[config.mk]
export PLATFORM = sky130hd
export DESIGN_NAME = seq_booth_multiplier
export DESIGN_NICKNAME = d
export VERILOG_FILES = /design/src/rtl/seq_booth_multiplier.sv
export SDC_FILE = /design/constraint.sdc
export NUM_CORES = 1
export LEC_CHECK = 0
export BUFFER_PORTS_ARGS = -buffer_cell sky130_fd_sc_hd__buf_2
export CORE_ASPECT_RATIO = 1.5
export CORE_UTILIZATION = 55
export DETAILED_ROUTE_END_ITERATION = 7
export GPL_TIMING_DRIVEN = 0
export PLACE_DENSITY = 0.75
export SLEW_MARGIN = 20
export SYNTH_ARGS = -nofsm -noshare
export SYNTH_HDL_FRONTEND = slang
export SYNTH_SLANG_ARGS = --single-unit
[constraint.sdc]
create_clock -name clk -period 2.55 [get_ports clk]
set_input_delay 0.51 -clock clk [delete_from_list [all_inputs] [get_ports clk]]
set_output_delay 0.51 -clock clk [all_outputs]
set_load 0.01 [all_outputs]
[src/rtl/seq_booth_multiplier.sv]
// seq_booth_multiplier
//   Sequential radix-2 Booth multiplier. It produces a WIDTH x WIDTH -> 2*WIDTH
//   product and performs one add/subtract plus shift per clock. Signed or
//   unsigned operands are chosen per operation.
//
// Ports
//   clk          rising-edge clock
//   rst          asynchronous, active-high reset
//   start        request; accepted in IDLE or DONE, ignored while busy
//   signed_mode  1 = two's-complement operands, 0 = unsigned (captured with x/y)
//   x            multiplicand
//   y            multiplier
//   busy         high for the WIDTH+1 cycles of a multiply
//   done         one-cycle pulse when z carries a new result
//   z            product, held until the next result or reset
module seq_booth_multiplier #(
    parameter int WIDTH = 8
) (
    input  logic                 clk,
    input  logic                 rst,
    input  logic                 start,
    input  logic                 signed_mode,
    input  logic [WIDTH-1:0]     x,
    input  logic [WIDTH-1:0]     y,
    output logic                 busy,
    output logic                 done,
    output logic [2*WIDTH-1:0]   z
);

    // The step counter runs from 0 to WIDTH, which is WIDTH+1 steps in total.
    localparam int CW = $clog2(WIDTH + 1);

    typedef enum logic [1:0] {
        IDLE,
        RUN,
        DONE
    } state_t;

    state_t state;
    state_t next_state;

    logic [WIDTH+1:0] a;
    logic [WIDTH+1:0] m;
    logic [WIDTH:0]   q;
    logic             q_1;
    logic [CW-1:0]    count;

    logic             capture;
    logic             last_step;
    logic [WIDTH:0]   x_ext;
    logic [WIDTH:0]   y_ext;
    logic [WIDTH+1:0] sum;
    logic [WIDTH+1:0] a_shift;
    logic [WIDTH:0]   q_shift;

    // Extending each operand by one bit lets unsigned operands run through
    // the same signed Booth datapath. Zero-extension keeps them non-negative.
    assign x_ext     = {signed_mode & x[WIDTH-1], x};
    assign y_ext     = {signed_mode & y[WIDTH-1], y};
    assign capture   = start && (state != RUN);
    assign last_step = (count == CW'(WIDTH));

    // Booth recode of {Q[0], q_1}, then an arithmetic right shift of {A,Q,q_1}.
    always_comb begin
        sum = a;
        unique case ({q[0], q_1})
            2'b01:   sum = a + m;
            2'b10:   sum = a - m;
            default: sum = a;
        endcase
        a_shift = {sum[WIDTH+1], sum[WIDTH+1:1]};
        q_shift = {sum[0], q[WIDTH:1]};
    end

    always_ff @(posedge clk or posedge rst) begin
        if (rst) begin
            state <= IDLE;
        end else begin
            state <= next_state;
        end
    end

    always_comb begin
        next_state = state;
        busy       = 1'b0;
        done       = 1'b0;
        unique case (state)
            IDLE: begin
                if (start) next_state = RUN;
            end
            RUN: begin
                busy = 1'b1;
                if (last_step) next_state = DONE;
            end
            DONE: begin
                done       = 1'b1;
                next_state = start ? RUN : IDLE;
            end
            default: next_state = IDLE;
        endcase
    end

    always_ff @(posedge clk or posedge rst) begin
        if (rst) begin
            a     <= '0;
            m     <= '0;
            q     <= '0;
            q_1   <= 1'b0;
            count <= '0;
            z     <= '0;
        end else if (capture) begin
            a     <= '0;
            m     <= {x_ext[WIDTH], x_ext};
            q     <= y_ext;
            q_1   <= 1'b0;
            count <= '0;
        end else if (state == RUN) begin
            a     <= a_shift;
            q     <= q_shift;
            q_1   <= q[0];
            count <= count + 1'b1;
            // The exact product always fits in 2*WIDTH bits, so the upper
            // bits of {A,Q} are only sign copies and are dropped.
            if (last_step) z <= {a_shift[WIDTH-2:0], q_shift};
        end
    end

endmodule

# After elaboration in Yosys (flattened, before gate mapping)
# Cells that the tools add are included.
dict set report classes {
  n_mux 15
  eq_ne 8
  reduce_logical 5
  add_sub_neg 3
  bitwise_logic 3
}
# cell count
set op_table {}
lappend op_table {{$mux W10} 2}
lappend op_table {{$pmux W10 S2} 1}
lappend op_table {{$mux W9} 2}
lappend op_table {{$add A10 B10 Y10} 1}
lappend op_table {{$sub A10 B10 Y10} 1}
lappend op_table {{$mux W4} 2}
lappend op_table {{$pmux W2 S3} 1}
lappend op_table {{$mux W1} 5}
lappend op_table {{$add A4 B1 Y4 const B} 1}
lappend op_table {{$eq A2 B1 Y1 const B} 2}
lappend op_table {{$eq A2 B2 Y1 const B} 2}
lappend op_table {{$eq A4 B4 Y1 const B} 1}
lappend op_table {{$mux W2} 2}
lappend op_table {{$ne A2 B2 Y1 const B} 2}
lappend op_table {{$reduce_and A3 Y1} 1}
lappend op_table {{$and A1 B1 Y1} 2}
lappend op_table {{$logic_not A2 Y1} 1}
lappend op_table {{$ne A2 B1 Y1 const B} 1}
lappend op_table {{$reduce_and A2 Y1} 1}
lappend op_table {{$reduce_bool A2 Y1} 1}
lappend op_table {{$logic_and A1 B1 Y1} 1}
lappend op_table {{$not A1 Y1} 1}
dict set report totals {
  out_inout_bits 18
  inputBits 20
  wordCells 41
  register_bits 51
}

# Depth between registers and ports, before layout
dict set report logic_depth {
  depth_word 4
  mapped_depth 12
}

# Worst setup path before layout
# OpenSTA, ideal clock, no wires.
dict set report synth_timing {
  kind {reg2reg}
  from {register q_1}
  to {register a[5]}
  required_time_ns 2.455
  stages_incl_launch_ff 12
  setup_time_ns 0.095
  path_slack_ns 0.219
  t_arrival_ns 2.235
  synth_period_minus_slack_ns 2.331
  path_cell_list {dfrtp_1 inv_1 ha_1 buf_6 mux2_2 fa_1 nor2b_4 o21a_1 o211a_1 a211oi_2 xor2_1 o31ai_1}
}
dict set report synth_between {
  elab_chain_len 4
}
# element line
set synth_rtl {}
lappend synth_rtl {{start: declaration} 45} ;# logic q_1;
lappend synth_rtl {{start signal: assignment} 120} ;# q_1 <= q[0];
lappend synth_rtl {{$eq A2 B2 Y1 / $eq A2 B1 Y1 (equally long branches)} 66} ;# unique case ({q[0], q_1})
lappend synth_rtl {{$pmux W10 S2 *} 66}
lappend synth_rtl {{$mux W10 *} 117} ;# end else if (state == RUN) begin
lappend synth_rtl {{$mux W10 *} 111} ;# end else if (capture) begin
lappend synth_rtl {{end signal: assignment} 118} ;# a <= a_shift;
lappend synth_rtl {{end: declaration} 42} ;# logic [WIDTH+1:0] a;
# Every way passes the cells marked *; elsewhere a longest branch is shown, timed or not. The select of a mux whose other input is x is not followed.
# A chain may end at the register's enable or synchronous reset.

# Worst setup path after layout
dict set report layout_timing {
  from {register q[0]}
  to {register z[14]}
}
dict set report layout_between {
  elab_chain_len 2
}
# element line
set layout_rtl {}
lappend layout_rtl {{start: declaration} 44} ;# logic [WIDTH:0] q;
lappend layout_rtl {{start signal: assignment} 114} ;# q <= y_ext;
lappend layout_rtl {{start signal: assignment} 119} ;# q <= q_shift;
lappend layout_rtl {{$eq A2 B2 Y1 / $eq A2 B1 Y1 (equally long branches)} 66}
lappend layout_rtl {{$pmux W10 S2 *} 66}
lappend layout_rtl {{end signal: assignment} 124} ;# if (last_step) z <= {a_shift[WIDTH-2:0], q_shift};
lappend layout_rtl {{end: declaration} 27} ;# output logic [2*WIDTH-1:0] z
# Every way passes the cells marked *; elsewhere a longest branch is shown, timed or not.

==> results by group <==
Drt
  • Initial DRC Count: 73
  • Post-route DRC: 0
  • Final wirelength: 5910 um
  • Antenna Nets Post-Route: 0
  • Vias/cell: 5.48
  • DR WL/cell: 14.6 um
  • Drt first pass iters: 4
  • Via count: 2226

Logic synthesis
  • Synth warnings: 0
  • Synth cell types: 45
  • Syn Inst Count: 285
  • Synth async-reset ratio: 1.00
  • Sequential-to-total area share from yosys stat: 0.455
  • Mean area per synthesized cell: 9.64 um2
  • Syn_nets: 319
  • Synth Flop Type: dfrtp_1
  • Synth Cell Area: 2750 um2
  • Yosys reg bits: 50
  • Number of synthesized flops with an enable pin: 0

Die
  • Die ar.: 5290 um2
  • Die Height: 88.6 um
  • Num rows: 31
  • Io pins: 38
  • Core Region: 4810 um2
  • Initial Util: 0.571
  • Die W: 59.7 um

Setup path
  • Worst Setup End Kind: register
  • CP max stage delay: 410 ps
  • WP data required: 2750 ps
  • Reg2reg setup slack: 100 ps
  • Worst R2R End: z[14]
  • Top Family by Delay on Critical Path: compound AO/OA/AOI/OAI gates
  • Cell chain of the critical path: ha_1 > buf_6 > nor2_2 > xnor2_1 > ha_1 > nor2b_4 > o21a_1 > o211a_1 > a211oi_2 > xor2_1 > a21oi_1
  • Most used cell along the critical path: ha_1
  • Worst setup path class: register to register
  • CP Launch Type: register
  • Crit path DAT: 2650 ps
  • Crit-path max FO: 7
  • Worst R2R Start: q[0]
  • Worst path bufs/invs: 1
  • Slowest cell on the critical path: dfrtp_1
  • Reg2reg path depth: 11

Placement
  • DP Area: 3030 um2
  • HPWL after DPL: 4380 um
  • Gpl congestion: 0.917
  • Buffers on Ports: 36

Power
  • Leakage: 1.58 nW
  • Maximum vdd drop: 0.658 mV
  • PwrDens: 1660 nW/um2

STA
  • WHS: 170 ps
  • Final setup fails: 0
  • Relative slew slack: 0.680
  • Min cycle time layout: 2450 ps
  • Worst-margin pin slew: 479 ps
  • F_max: 0.408 GHz
  • Max-slew violations: 0
  • Final hold vios: 0
  • Worst clock skew: 7.27 ps
  • Fin crit share: 0.960

Global routing
  • Vias in the first global route: 2148
  • Largest net degree at the start of global routing: 35
  • GRT Total Usage: 0.249
  • Initial antenna violation count: 0
  • First-pass GRT wire length: 9800 um
  • Grt ovf: 0

Clock network
  • Clock tree buffer depth: 2
  • CTS Sinks: 50
  • TritonCTS clock tree: built
  • Num CTS Buffers: 5
  • Worst skew pair latency: 310 ps
  • Post-CTS Hold Buffers: 0
  • Clk root buf: clkbuf_8
  • Worst-path clk slew: 100 ps
  • H-tree Lvls: 2

Layout
  • Fillers: 423
  • Cell area after layout: 3250 um2
  • Layout area overhead: 18.4%
  • Diode count: 0
  • Finished Core Util: 0.676
  • Area occupied by multi-input gates: 1410 um2
  • Layout cell share with drive strength beyond 1: 0.259
  • FF+latch area: 1250 um2
  • Layout Nets: 373

Min path
  • Worst min path class: input port to async pin

Run
  • Max-cap violations: 0

Run status
  • Outcome: finished clean
## cell usage after synthesis (2+ instances only)
| cell | n | area (um2) |
|---|---|---|
| a31oi_1 | 4 | 25.0 |
| inv_1 | 13 | 48.8 |
| nor2b_1 | 2 | 12.5 |
| a21oi_1 | 11 | 55.1 |
| clkbuf_1 | 6 | 22.5 |
| nand3b_1 | 2 | 15.0 |
| o31ai_1 | 3 | 22.5 |
| dfrtp_1 | 50 | 1250 |
| a211oi_2 | 2 | 25.0 |
| a21o_1 | 2 | 15.0 |
| xor2_1 | 2 | 17.5 |
| buf_2 | 2 | 10.0 |
| o21ai_1 | 2 | 10.0 |
| mux2_2 | 11 | 124 |
| ha_1 | 13 | 163 |
| nor3_1 | 5 | 25.0 |
| nor2_1 | 12 | 45.0 |
| mux2i_1 | 11 | 110 |
| o21a_1 | 3 | 22.5 |
| o21ai_0 | 30 | 150 |
| nor4_1 | 3 | 18.8 |
| nand2_1 | 52 | 195 |
| buf_6 | 2 | 22.5 |
| nand3_1 | 9 | 45.0 |
| xnor2_1 | 11 | 96.3 |
| and3_1 | 3 | 18.8 |
## sequential cells by signal, indices dropped and copies added (netlist names)
register  flops
z            16
a             9
m             9
q             9
count         4
state         2
q_1           1
## worst max path at each step
stage	endpoint	from	slack, ps	cells past startpoint
CTS	z[14]	q[0]	10	11
global route	z[14]	q[0]	-10	11
detailed placement	z[14]	m[0]	-90	11
finish	z[14]	q[0]	100	11
global placement	z[14]	m[0]	-70	11
floorplan	a[5]	q_1	220	11
## worst reg2reg max path, delay by kind of cell, from the launching register on
kind	cells	cell delay (ps)
AO/OA/AOI/OAI	4	670
buffers and inverters	1	140
adder cells (fa/ha/maj)	2	490
XOR/XNOR	2	420
AND/OR/NAND/NOR	2	220
flip-flops	1	410
## logic make-up after synthesis
kind of cell	count (synthesis)	synth area share
flops	50	0.455
mux	22	0.0852
xor+xnor	13	0.0414
simple gates	96	0.162
buf+inv	26	0.0464
fa+ha+maj	14	0.0665
compound gates	64	0.143
## report_power, final
| group | internal [W] | switching (W) | total [W] |
|---|---|---|---|
| Clock | 0.000249 | 0.000278 | 0.000527 |
| Combinational | 0.00156 | 0.00180 | 0.00336 |
| Sequential | 0.00119 | 0.000318 | 0.00151 |
| Total | 0.00300 | 0.00239 | 0.00540 |
## layout make-up
cell class	count	share of cell area
multi-input combinational	209	0.433
clock inverter	1	0.00269
timing repair buffer	47	0.0846
buffer	12	0.0231
clock buffer	7	0.0296
sequential	50	0.385
tap	66	0.0254
inverter	14	0.0162
## metal layers
metal	vias up	share of wire	global-route usage
li1	1092	-	-
met4	0	0.025	0.0951
met2	34	0.57	0.458
met5	-	0	0
met3	13	0.021	0.0322
met1	1087	0.38	0.286
## stage by stage
step	total power (W)	TNS, ps	setup slack [ps]	cells
final	0.00540	0	101	406
after CTS	0.00521	0	14.4	400
after floorplan	0.00382	0	219	285
after detailed placement	0.00459	-168	-87.5	388
after global routing	0.00589	-26.3	-11.8	406
after global placement	0.00449	-134	-72.3	387
## placed cells by master, fill, tap and decap left out, drive strengths merged, types with 2 or more instances in the layout
cell,count
nand2,52
buf,51
dfrtp,50
o21ai,32
clkbuf,14
inv,13
ha,13
nor2,12
a21oi,12
xnor2,11
mux2i,11
mux2,11
nand3,9
nor3,5
a31oi,4
nor4,4
o31ai,3
and3,3
o21a,3
a211oi,3
nor2b,3
a21o,2
xor2,2
nand3b,2
clkinv,2
## repair_timing
item / CTS / global route
setup endpoints to repair: 2 / 8
resized for setup: 2 / 9
setup buffers: 4 / 6
pin swaps: 2 / 9
(Power assumes the default switching activity.)
